$ cat src/rtl/grace_bus_arbiter_if.sv
// One Grace register-bus link: a master holds CS (with WR/Ad/WD stable) until
// the slave side answers with a one-cycle Ac carrying RD.
interface grace_bus_arbiter_if;
   logic        cs;
   logic        wr;
   logic [11:0] ad;
   logic [31:0] wd;
   logic [31:0] rd;
   logic        ac;

   modport master (output cs, wr, ad, wd, input  rd, ac);
   modport slave  (input  cs, wr, ad, wd, output rd, ac);
endinterface

$ cat src/rtl/grace_bus_arbiter.sv
// Two-master round-robin arbiter for the Grace register bus, with registered
// slave-side outputs and a per-access timeout that fabricates an error ack.
module grace_bus_arbiter #(
   parameter int unsigned TIMEOUT  = 255,
   parameter logic [31:0] ERR_DATA = 32'hDEAD_BEEF
) (
   input  logic                Grace_Ck,
   input  logic                Grace_Rs_n,
   grace_bus_arbiter_if.slave  m0,
   grace_bus_arbiter_if.slave  m1,
   grace_bus_arbiter_if.master s,
   output logic                Timeout_Err,
   input  logic                Err_Clr,
   output logic                Gnt_Id
);

   typedef enum logic [1:0] {IDLE, GRANT, DONE} state_t;

   localparam logic [7:0] CNT_LAST = 8'(TIMEOUT - 1);

   state_t      state_q;
   logic [7:0]  cnt_q;
   logic        gnt_q;
   logic        s_cs_q;
   logic        s_wr_q;
   logic [11:0] s_ad_q;
   logic [31:0] s_wd_q;
   logic [31:0] m0_rd_q;
   logic [31:0] m1_rd_q;
   logic        m0_ac_q;
   logic        m1_ac_q;
   logic        err_q;

   logic        win_d;
   logic        gnt_cs;
   logic        done_d;
   logic [31:0] rd_d;

   // On a tie the master that was not granted last time wins.
   always_comb begin
      win_d = m1.cs;
      if (m0.cs && m1.cs) win_d = ~gnt_q;
   end

   assign gnt_cs = gnt_q ? m1.cs : m0.cs;
   assign done_d = s.ac || (cnt_q == CNT_LAST);
   assign rd_d   = s.ac ? s.rd : ERR_DATA;

   always_ff @(posedge Grace_Ck) begin
      if (!Grace_Rs_n) begin
         state_q <= IDLE;
         cnt_q   <= 8'd0;
         gnt_q   <= 1'b1;
         s_cs_q  <= 1'b0;
         s_wr_q  <= 1'b0;
         s_ad_q  <= 12'd0;
         s_wd_q  <= 32'd0;
         m0_rd_q <= 32'd0;
         m1_rd_q <= 32'd0;
         m0_ac_q <= 1'b0;
         m1_ac_q <= 1'b0;
         err_q   <= 1'b0;
      end else begin
         m0_ac_q <= 1'b0;
         m1_ac_q <= 1'b0;
         // NOTE: the last non-blocking assignment wins, so a timeout set below overrides this clear.
         if (Err_Clr) err_q <= 1'b0;

         case (state_q)
            IDLE: begin
               if (m0.cs || m1.cs) begin
                  gnt_q   <= win_d;
                  s_cs_q  <= 1'b1;
                  s_wr_q  <= win_d ? m1.wr : m0.wr;
                  s_ad_q  <= win_d ? m1.ad : m0.ad;
                  s_wd_q  <= win_d ? m1.wd : m0.wd;
                  cnt_q   <= 8'd0;
                  state_q <= GRANT;
               end
            end
            GRANT: begin
               cnt_q <= cnt_q + 8'd1;
               if (done_d) begin
                  s_cs_q <= 1'b0;
                  if (gnt_q) begin
                     m1_rd_q <= rd_d;
                     m1_ac_q <= 1'b1;
                  end else begin
                     m0_rd_q <= rd_d;
                     m0_ac_q <= 1'b1;
                  end
                  if (!s.ac) err_q <= 1'b1;
                  state_q <= DONE;
               end
            end
            DONE: begin
               // Hold off until the served master releases CS so it is not granted twice.
               if (!gnt_cs) state_q <= IDLE;
            end
            default: state_q <= IDLE;
         endcase
      end
   end

   assign s.cs        = s_cs_q;
   assign s.wr        = s_wr_q;
   assign s.ad        = s_ad_q;
   assign s.wd        = s_wd_q;
   assign m0.rd       = m0_rd_q;
   assign m0.ac       = m0_ac_q;
   assign m1.rd       = m1_rd_q;
   assign m1.ac       = m1_ac_q;
   assign Timeout_Err = err_q;
   assign Gnt_Id      = gnt_q;

endmodule
$ cat src/flat_wrapper.sv
// flat-port wrapper written by rule: the top's interface ports become plain ports
module grace_bus_arbiter_flat 
#(
   parameter int unsigned TIMEOUT  = 255,
   parameter logic [31:0] ERR_DATA = 32'hDEAD_BEEF
)
  (Grace_Ck, Grace_Rs_n, Timeout_Err, Err_Clr, Gnt_Id, m0_cs, m0_wr, m0_ad, m0_wd, m0_rd, m0_ac, m1_cs, m1_wr, m1_ad, m1_wd, m1_rd, m1_ac, s_cs, s_wr, s_ad, s_wd, s_rd, s_ac);
  grace_bus_arbiter_if m0_i ();
  grace_bus_arbiter_if m1_i ();
  grace_bus_arbiter_if s_i ();
  input  logic Grace_Ck;
  input  logic Grace_Rs_n;
  output logic Timeout_Err;
  input  logic Err_Clr;
  output logic Gnt_Id;
  input wire logic [$bits(m0_i.cs)-1:0] m0_cs;
  input wire logic [$bits(m0_i.wr)-1:0] m0_wr;
  input wire logic [$bits(m0_i.ad)-1:0] m0_ad;
  input wire logic [$bits(m0_i.wd)-1:0] m0_wd;
  output wire logic [$bits(m0_i.rd)-1:0] m0_rd;
  output wire logic [$bits(m0_i.ac)-1:0] m0_ac;
  input wire logic [$bits(m1_i.cs)-1:0] m1_cs;
  input wire logic [$bits(m1_i.wr)-1:0] m1_wr;
  input wire logic [$bits(m1_i.ad)-1:0] m1_ad;
  input wire logic [$bits(m1_i.wd)-1:0] m1_wd;
  output wire logic [$bits(m1_i.rd)-1:0] m1_rd;
  output wire logic [$bits(m1_i.ac)-1:0] m1_ac;
  output wire logic [$bits(s_i.cs)-1:0] s_cs;
  output wire logic [$bits(s_i.wr)-1:0] s_wr;
  output wire logic [$bits(s_i.ad)-1:0] s_ad;
  output wire logic [$bits(s_i.wd)-1:0] s_wd;
  input wire logic [$bits(s_i.rd)-1:0] s_rd;
  input wire logic [$bits(s_i.ac)-1:0] s_ac;
  assign m0_i.cs = m0_cs;
  assign m0_i.wr = m0_wr;
  assign m0_i.ad = m0_ad;
  assign m0_i.wd = m0_wd;
  assign m0_rd = m0_i.rd;
  assign m0_ac = m0_i.ac;
  assign m1_i.cs = m1_cs;
  assign m1_i.wr = m1_wr;
  assign m1_i.ad = m1_ad;
  assign m1_i.wd = m1_wd;
  assign m1_rd = m1_i.rd;
  assign m1_ac = m1_i.ac;
  assign s_cs = s_i.cs;
  assign s_wr = s_i.wr;
  assign s_ad = s_i.ad;
  assign s_wd = s_i.wd;
  assign s_i.rd = s_rd;
  assign s_i.ac = s_ac;
  grace_bus_arbiter #(.TIMEOUT(TIMEOUT), .ERR_DATA(ERR_DATA)) u_core (.Grace_Ck(Grace_Ck), .Grace_Rs_n(Grace_Rs_n), .m0(m0_i), .m1(m1_i), .s(s_i), .Timeout_Err(Timeout_Err), .Err_Clr(Err_Clr), .Gnt_Id(Gnt_Id));
endmodule
$ cat config.mk
export PLATFORM = sky130hd
export DESIGN_NAME = grace_bus_arbiter_flat
export DESIGN_NICKNAME = d
export VERILOG_FILES = /design/src/rtl/grace_bus_arbiter_if.sv /design/src/rtl/grace_bus_arbiter.sv /design/src/flat_wrapper.sv
export SDC_FILE = /design/constraint.sdc
export NUM_CORES = 1
export LEC_CHECK = 0
export CORE_MARGIN = 2
export CORE_UTILIZATION = 50
export CTS_CLUSTER_DIAMETER = 50
export DETAILED_ROUTE_END_ITERATION = 8
export DONT_BUFFER_PORTS = 1
export GPL_TIMING_DRIVEN = 0
export HOLD_SLACK_MARGIN = 0.02
export REMOVE_ABC_BUFFERS = 1
export SLEW_MARGIN = 20
export SYNTH_ARGS = -nofsm -noshare
export SYNTH_HDL_FRONTEND = slang
export SYNTH_SLANG_ARGS = --single-unit
$ cat constraint.sdc
create_clock -name Grace_Ck -period 2.4 [get_ports Grace_Ck]
set_input_delay 0.48 -clock Grace_Ck [delete_from_list [all_inputs] [get_ports Grace_Ck]]
set_output_delay 0.48 -clock Grace_Ck [all_outputs]
set_load 0.01 [all_outputs]
[After elaboration in Yosys (flattened, before gate mapping)]
Index checks and enable logic that the tools add are counted.
Operators by class
  $add $sub $neg: 1
  equality and inequality tests: 6
  mux-type cells: 21
  bitwise gates (word level): 1
  reduce and logical (&&, ||, !) cells: 12
Operator list (count)
  32-bit 2-to-1 mux: 2
  8-bit case mux with 2 select lines: 1
  3-bit AND reduction: 5
  12-bit 2-to-1 mux: 1
  1-bit 2-to-1 mux: 11
  8-bit by 1-bit adder with 8-bit output, second input constant: 1
  8-bit == test, second input constant: 1
  8-bit 2-to-1 mux: 1
  2-bit 2-to-1 mux: 3
  2-bit case mux with 3 select lines: 1
  2-bit by 1-bit inequality test with 1-bit output, second input constant: 2
  2-bit AND reduction: 2
  2-bit by 1-bit == test with 1-bit output, second input constant: 1
  2-bit == test, second input constant: 1
  2-bit zero test: 1
  1-bit logical OR: 2
  2-bit inequality test, second input constant: 1
  1-bit case mux with 2 select lines: 1
  2-bit nonzero test: 1
  1-bit logical AND: 1
  1-bit NOT: 1
Storage, ports and cells
  register bits after elaboration: 124
  bits of input ports: 128
  output and inout port bits: 114
  word-level logic and storage cells: 53

[Logic depth before layout (Yosys ltp)]
Gate-level depths: netlist of run 1.
  depth in word-level cells: 4
  depth in mapped cells: 7

[Worst setup path after synthesis of run 1]
Ideal clock, no wire load.
  path kind: register -> register
  start point: register u_core.cnt_q[0]
  end point: register u_core.state_q[1]
  arrival: 1.579 ns
  slack: 0.704 ns
  cell stages (with the launch flop): 8
  cell sequence: dfxtp_1 inv_1 ha_1 and3_1 a21oi_4 buf_2 nor2_1 a41o_1
On the way
  longest elaborated chain between the ends: 4
RTL lines
  start: declaration: RTL line grace_bus_arbiter.sv:22  | logic [7:0] cnt_q;
  start signal: assignment: RTL line grace_bus_arbiter.sv:82  | cnt_q <= cnt_q + 8'd1;
  8-bit == test: RTL line grace_bus_arbiter.sv:46  | assign done_d = s.ac || (cnt_q == CNT_LAST);
  1-bit logical OR: RTL line grace_bus_arbiter.sv:46
  2-bit by 1-bit inequality test with 1-bit output (no line)
  3-bit AND reduction (no line)
  end signal: assignment: RTL line grace_bus_arbiter.sv:51  | state_q <= IDLE;
  end signal: assignment: RTL line grace_bus_arbiter.sv:78  | state_q <= GRANT;
  end signal: assignment: RTL line grace_bus_arbiter.sv:93  | state_q <= DONE;
  end: declaration: RTL line grace_bus_arbiter.sv:21  | state_t state_q;
No other way between the ends.
A chain may end at the register's enable or synchronous reset.

[Worst setup path after layout of run 1]
  start point: register u_core.gnt_q, in the netlist u_core.Gnt_Id
  end point: register u_core.m1_rd_q[11], in the netlist u_core.m1.rd[11]
On the way
  longest elaborated chain between the ends: 1
RTL lines
  start: declaration: RTL line grace_bus_arbiter.sv:23  | logic gnt_q;
  start signal: assignment: RTL line grace_bus_arbiter.sv:72  | gnt_q <= win_d;
  3-bit AND reduction (no line)
  end signal: assignment: RTL line grace_bus_arbiter.sv:86  | m1_rd_q <= rd_d;
  end: declaration: RTL line grace_bus_arbiter.sv:29  | logic [31:0] m1_rd_q;
No other way between the ends.

==> metrics.yaml, run 1 <==
power:
  swShare: 0.265
  combPwrFrac: 0.096
  pwr-share-seq: 0.428
  p_switching_w: 0.00150
  power_frac_clock: 0.476
  powerDensity_nw_per_um2: 968
  p_int_w: 0.00416
  vdd_drop_max_v: 0.000516
  leakage_nw: 2.15
placed_design:
  hpwlAfterDp_um: 8490
  place_inst: 637
  port_buffers: 0
  post-place-ws_ns: 0.0131
  gp_congestion: 0.787
final_layout:
  final_cell_count_no_fill: 669
  syn_to_final_growth_pct: 13.3
  final_cell_mix: "dfxtp_1, o21ai_0, a21oi_1, o21a_1, mux2i_1"
  final_util: 0.573
  nNetsFinal: 650
  final_common_cell: "dfxtp_1"
  drive_above_1_share: 0.0938
  antenna_cells: 0
worst_setup_path:
  critPathLaunchType: "flop"
  worstSetupPathDepth: 4
  slowest_stage: "dfxtp_1"
  endpoint_kind: "flop"
  required_ns: 2.85
  criticalPathCategory: "reg -> reg"
  rrSetupSlack_ns: 0.27
  crit_arrival_ns: 2.58
  worstPathCellList: "nand2b_2, or2_1, nor2_8, o21a_1"
  reg2reg_depth: 4
  critPathBufInv: 0
  critPathTopFamily: "simple AND/OR/NAND/NOR gates"
  cpPeakStageDelay_ns: 0.57
  cp_max_fo: 26
synth:
  synthSimpleGateAreaFrac: 0.0954
  synth_top_area_share: 0.482
  syn_area_um2: 5150
  yosysTopAreaCell: "dfxtp_1"
  synth_area_leaders: "dfxtp_1, mux2i_1, o21a_1"
  seq_area_frac_synth: 0.482
  yosys_warnings: 0
  ys_ff_latch: 124
  synth_mux_area_frac: 0.0961
  synthXorXnorAreaFrac: 0
  synth_cell_type_count: 39
  syn_inst: 546
  synth-adder-area-share: 0.00485
  synth_area_per_cell_um2: 9.44
  synth_top_family_by_area: "compound AO/OA/AOI/OAI gates"
  synth_compound_area_frac: 0.269
cts:
  cts_buffer_depth: 2
  clock_latency_ns: 0.51
  tritoncts: "yes"
  cts_root_buf: "clkbuf_8"
  cts_htree_levels: 4
  clk_pin_slew_ns: 0.06
  cts.sinks: 124
  cts_buffers: 17
  post_cts_buffers: 0
min_path:
  min_path_type: "in -> reg"
  min_path_cells: 2
floorplan:
  dieArea_um2: 11100
  start_util: 0.506
  core-area_um2: 10200
  die_x_um: 106
  fp.dieH_um: 106
  ioPinCount: 242
  num_rows: 37
routing:
  drt_wl_total_um: 12700
  drt-initial-drc-count: 226
  drc: 0
  wl_met1_um: 5190
  viasPerCell: 5.97
  met2RoutedLength_um: 6190
  highest_layer: "met4"
  wl_per_cell_um: 19.0
  first_pass_iters: 4
  detail-route-antenna-nets: 0
  route.met3.wl_um: 1100
  vias: 3991
sta:
  fmax_mhz: 469
  final.setup.worst_slack_ns: 0.269
  hold_viol_final: 0
  drv_slew: 0
  slew_headroom: 0.519
  final.setup_skew_ns: 0.0140
  tightest_slew_ns: 0.714
  whs_ns: 0.115
  min_period_ns: 2.13
  rsz0062_at_grt: "no"
  setup_viol_count_final: 0
  post-route-period-util: 0.888
grt:
  antenna_found_initial: 0
  grt_max_degree: 87
  track_usage: 0.225
  grt_first_pass_wirelength_um: 19800
  grt_pass1_vias: 3774
  grt_overflow: 0
flow_run:
  drv_cap: 0
status:
  status: "finished, final reports clean"
synth_stat cells, drive strengths merged:
| master | count |
|---|---|
| buf | 19 |
| and2 | 2 |
| nand2 | 5 |
| and2b | 1 |
| inv | 4 |
| mux2i | 45 |
| a21oi | 60 |
| mux2 | 4 |
| dfxtp | 124 |
| a211oi | 1 |
| o41ai | 1 |
| o21ai | 68 |
| and3 | 3 |
| o31a | 26 |
| a31oi | 2 |
| nand4 | 2 |
| nand3 | 18 |
| nand2b | 2 |
| clkbuf | 31 |
| a41o | 1 |
| nor2 | 35 |
| and4 | 1 |
| ha | 2 |
| o21bai | 1 |
| nor3 | 24 |
| or2 | 3 |
| o2111ai | 1 |
| o32ai | 1 |
| a21boi | 10 |
| a41oi | 1 |
| o21a | 48 |
kinds of logic after synthesis:
family	Yosys count
AOI/OAI and AO/OA	221
adders and majority gates	2
buffers and inverters	54
and+or+nand+nor	96
DFF	124
muxes	49
per-layer routing:
metal  track usage  vias to the layer above
li1              -                     1946
met1         0.262                     1889
met2         0.367                      136
met3        0.0965                       20
met4        0.0874                        0
met5             0                        -
registers in the layout, summed over array words and instances, names as in the netlist:
name,cells
u_core.s.ad,12
u_core.m1.rd,32
u_core.s.wr,1
u_core.m0.rd,32
u_core.Gnt_Id,1
u_core.m1.ac,1
u_core.s.wd,32
u_core.state_q,2
u_core.s.cs,1
u_core.m0.ac,1
u_core.Timeout_Err,1
u_core.cnt_q,8
final timing paths:
path	startpoint	end
max	u_core.Gnt_Id	u_core.m1.rd[11]
min	Grace_Rs_n	u_core.s.wd[3]
max reg2reg	u_core.Gnt_Id	u_core.m1.rd[11]
min reg2reg	u_core.cnt_q[7]	u_core.cnt_q[7]
cell type report:
class,instances,area (um2)
clock buffer,17,414
sequential,124,2480
inverter,4,15.0
multi-input combinational,368,2420
timing repair buffer,5,130
fill,897,4350
clock inverter,15,210
tap,136,170
stage by stage:
stage / setup TNS, ns / power (W) / instance area, um2
2_1_floorplan: -156.23 / 0.00284 / 4900
6_report: 0 / 0.00565 / 5840
4_1_cts: 0 / 0.00571 / 5840
3_5_place_dp: 0 / 0.00301 / 5210
5_1_grt: 0 / 0.00587 / 5840
3_3_place_gp: -191.09 / 0.00297 / 5070
repair_timing:
action | 4_1_cts | 5_1_grt
gates resized for setup | 0 | 1
endpoints found under the setup margin | 0 | 30
hold buffers | 0 | 0
power by group through the flow:
stage / combinational (W) / sequential, W / clock, W
3_5_place_dp: 0.000544 / 0.00247 / 0
5_1_grt: 0.000610 / 0.00244 / 0.00282
2_1_floorplan: 0.000417 / 0.00242 / 0
6_report: 0.000541 / 0.00242 / 0.00269
4_1_cts: 0.000545 / 0.00242 / 0.00274
3_3_place_gp: 0.000507 / 0.00246 / 0
(Power assumes the default switching activity.)
==> run 2, diff against run 1 <==
Settings changed: CTS_CLUSTER_DIAMETER 50 to 200, GPL_ROUTABILITY_DRIVEN set to 0, PLACE_DENSITY set to 0.66.
==> metrics.yaml, run 2 (synthesized netlist as in run 1, its figures left out) <==
routing:
  drt-initial-drc-count: 249
  vias: 4060
  viasPerCell: 6.07
  drt_wl_total_um: 12400
  wl_per_cell_um: 18.6
  detail-route-antenna-nets: 0
  drc: 0
  first_pass_iters: 5
cts:
  cts_htree_levels: 4
  tritoncts: "yes"
  clk_pin_slew_ns: 0.06
  clock_latency_ns: 0.50
  post_cts_buffers: 0
  cts_buffer_depth: 2
  cts_root_buf: "clkbuf_8"
  cts-resized-gates: 1
  cts_buffers: 17
  hold_buffers: 0
  cts.sinks: 124
final_layout:
  antenna_cells: 0
  final_cell_mix: "dfxtp_1, o21ai_0, a21oi_1, o21a_1, mux2i_1"
  drive_above_1_share: 0.0919
  nNetsFinal: 650
  fillerInstances: 904
  final_util: 0.567
  syn_to_final_growth_pct: 12.1
  final_cell_count_no_fill: 669
  final_common_cell: "dfxtp_1"
worst_setup_path:
  cp_max_fo: 26
  criticalPathCategory: "reg -> reg"
  rrSetupSlack_ns: 0.29
  required_ns: 2.85
  endpoint_kind: "flop"
  crit_arrival_ns: 2.55
  critPathLaunchType: "flop"
sta:
  min_period_ns: 2.11
  drv_slew: 0
  fmax_mhz: 474
  final.setup_skew_ns: 0.00698
  whs_ns: 0.0912
  rsz0062_at_grt: "no"
  slew_headroom: 0.516
  hold_viol_final: 0
  tightest_slew_ns: 0.725
  post-route-period-util: 0.878
  setup_viol_count_final: 0
power:
  powerDensity_nw_per_um2: 933
  power.total_w: 0.00539
  leakage_nw: 2.11
  vdd_drop_max_v: 0.000601
floorplan:
  start_util: 0.506
  fp.dieH_um: 106
  ioPinCount: 242
  num_rows: 37
  dieArea_um2: 11100
  die_x_um: 106
  core-area_um2: 10200
placed_design:
  place_inst: 637
  port_buffers: 0
  hpwlAfterDp_um: 8250
flow_run:
  drv_cap: 0
grt:
  grt_max_degree: 87
  grt_pass1_vias: 3818
  grt_overflow: 0
  grt_first_pass_wirelength_um: 19200
  track_usage: 0.215
  antenna_found_initial: 0
status:
  status: "finished, final reports clean"
min_path:
  min_path_type: "in -> reg"
-- run 2: where the power goes --
| part | total (W) | switching [W] | internal [W] | leakage [nW] |
|---|---|---|---|---|
| Sequential | 0.00242 | 0.000199 | 0.00223 | 1.02 |
| Clock | 0.00244 | 0.000928 | 0.00151 | 0.275 |
| Combinational | 0.000535 | 0.000312 | 0.000223 | 0.821 |
-- run 2: through the flow --
step	worst slack [ns]	cell area [um2]	setup TNS [ns]
detailed placement	-0.0498	5200	-1.01
global route	0.143	5780	0
CTS	0.0382	5780	0
global placement	-4.49	5070	-189.80
floorplan	-3.47	4900	-156.23
finish	0.292	5780	0
-- run 2: critical path: stages, from the launching register on --
cell,delay (ns)
dfxtp_1,0.58
nand2b_2,0.43
or2_1,0.50
nor2_8,0.37
o21a_1,0.16
-- run 2: final cells by class --
class	instances	area, um2	area share
clock buffer	19	432	0.0747
tap	136	170	0.0294
sequential	124	2480	0.430
multi-input combinational	368	2420	0.418
timing repair buffer	5	123	0.0212
clock inverter	13	141	0.0245
inverter	4	15.0	0.00260
-- run 2: routing by layer --
metal | track usage | routed length [um]
met1 | 0.249 | 5060
met2 | 0.342 | 6030
met3 | 0.102 | 1030
met4 | 0.0855 | 314
met5 | 0 | 0
-- run 2: worst paths after layout --
path	startpoint	to	cells past startpoint
setup reg to reg	u_core.Gnt_Id	u_core.m1.rd[6]	4
hold reg to reg	u_core.cnt_q[7]	u_core.cnt_q[7]	1
setup / recovery	u_core.Gnt_Id	u_core.m1.rd[6]	4
hold / removal	Grace_Rs_n	u_core.Gnt_Id	1
==> run 3, diff against run 2 <==
Settings changed: CTS_BUF_LIST set to sky130_fd_sc_hd__clkbuf_4.
==> metrics.yaml, run 3 (synthesized netlist as in run 1, its figures left out) <==
status:
  status: "finished, final reports clean"
cts:
  cts_htree_levels: 4
  tritoncts: "yes"
  cts_buffer_depth: 2
  clk_pin_slew_ns: 0.10
  cts_buffers: 17
  hold_buffers: 0
  cts_root_buf: "clkbuf_4"
  clock_latency_ns: 0.50
  cts.sinks: 124
final_layout:
  final_common_cell: "dfxtp_1"
  seq_area_um2: 2480
  antenna_cells: 0
  syn_to_final_growth_pct: 6.43
  drive_above_1_share: 0.0919
  nNetsFinal: 650
  multi_input_area_um2: 2420
  final_cell_count_no_fill: 669
  final_cell_mix: "dfxtp_1, o21ai_0, a21oi_1, o21a_1, mux2i_1"
  fillerInstances: 946
placed_design:
  place_inst: 637
  port_buffers: 0
  hpwlAfterDp_um: 8250
worst_setup_path:
  critPathBufInv: 0
  required_ns: 2.84
  rr_endpoint: "u_core.m1.rd[5]"
  slowest_stage: "dfxtp_1"
  crit_arrival_ns: 2.56
  rrSetupSlack_ns: 0.28
  cp_max_fo: 26
  cpPeakStageDelay_ns: 0.60
  critPathTopFamily: "simple AND/OR/NAND/NOR gates"
  criticalPathCategory: "reg -> reg"
  critPathLaunchType: "flop"
  worstPathCellList: "nand2b_2, or2_1, nor2_8, o21a_1"
  r2r_start: "u_core.Gnt_Id"
  reg2reg_depth: 4
  endpoint_kind: "flop"
floorplan:
  num_rows: 37
  fp.dieH_um: 106
  core-area_um2: 10200
  start_util: 0.506
  dieArea_um2: 11100
  ioPinCount: 242
  die_x_um: 106
min_path:
  hold_start: "Grace_Rs_n"
  min_path_type: "in -> reg"
  hold_end: "u_core.Gnt_Id"
  min_path_cells: 1
sta:
  hold_viol_final: 0
  post-route-period-util: 0.882
  setup_viol_count_final: 0
  final.setup_skew_ns: 0.0166
  tightest_slew_ns: 0.712
  rsz0062_at_grt: "no"
  slew_headroom: 0.524
  fmax_mhz: 472
  drv_slew: 0
  min_period_ns: 2.12
power:
  leakage_nw: 1.98
  p_switching_w: 0.00130
  p_int_w: 0.00307
  powerDensity_nw_per_um2: 797
  pwr-share-seq: 0.553
  power.total_w: 0.00437
  combPwrFrac: 0.122
  vdd_drop_max_v: 0.000480
  swShare: 0.297
  power_frac_clock: 0.325
routing:
  drt-initial-drc-count: 204
  detail-route-antenna-nets: 0
  viasPerCell: 5.97
  wl_per_cell_um: 18.2
  vias: 3996
  first_pass_iters: 4
  drc: 0
  drt_wl_total_um: 12200
grt:
  grt_max_degree: 87
  grt_first_pass_wirelength_um: 18900
  antenna_found_initial: 0
  track_usage: 0.212
  grt_overflow: 0
  grt_pass1_vias: 3796
flow_run:
  drv_cap: 0
run 3: through the flow:
| step | hold WS, ns | setup TNS, ns | setup WS, ns | util | area (um2) |
|---|---|---|---|---|---|
| after floorplan | 0.434 | -156.23 | -3.47 | - | 4900 |
| after global placement | 0.450 | -189.80 | -4.49 | 0.498 | 5070 |
| after detailed placement | 0.484 | -1.01 | -0.0498 | 0.511 | 5200 |
| after CTS | 0.0269 | 0 | 0.0295 | 0.539 | 5490 |
| after global routing | 0.0467 | 0 | 0.134 | 0.539 | 5490 |
| final | 0.0856 | 0 | 0.282 | 0.539 | 5490 |
run 3: repair_timing:
item                       in CTS  in global routing
buffers inserted                0                  0
setup endpoints to repair      24                 30
resized for setup               1                  1
run 3: final cells by class:
cell class | count | share of cell area
clock buffers | 18 | 0.0246
clock inverters | 14 | 0.0265
inverters | 4 | 0.00274
multi-input cells | 368 | 0.440
flip-flops and latches | 124 | 0.452
well taps | 136 | 0.0310
repair buffers | 5 | 0.0223
run 3: per-layer routing:
layer,GRT usage,wire length (um),vias up,share of wire
li1,-,-,1944,-
met2,0.338,5930,136,0.49
met4,0.0996,320,0,0.026
met1,0.243,4940,1886,0.40
met3,0.0952,1020,30,0.083
met5,0,0,-,0
run 3: worst reg2reg max path: stages (launching register included):
cell      delay [ns]
dfxtp_1         0.60
nand2b_2        0.43
or2_1           0.50
nor2_8          0.37
o21a_1          0.16
run 3: power groups by stage:
stage	sequential (W)	clock [W]	combinational, W
6_report	0.00242	0.00142	0.000534
5_1_grt	0.00244	0.00156	0.000594
4_1_cts	0.00242	0.00147	0.000537
3_5_place_dp	0.00247	0	0.000535
3_3_place_gp	0.00246	0	0.000499
2_1_floorplan	0.00242	0	0.000417
run 3: how the worst max path moves through the flow:
stage | from | endpoint | slack (ns) | depth (start not counted)
CTS | u_core.Gnt_Id | u_core.m0.rd[3] | 0.03 | 4
global route | u_core.Gnt_Id | u_core.m1.rd[25] | 0.13 | 4
finish | u_core.Gnt_Id | u_core.m1.rd[5] | 0.28 | 4
floorplan | m1_cs | u_core.s.ad[0] | -3.47 | 3
global placement | m1_cs | u_core.s.ad[3] | -4.49 | 3
detailed placement | u_core.Gnt_Id | u_core.m1.rd[5] | -0.05 | 4
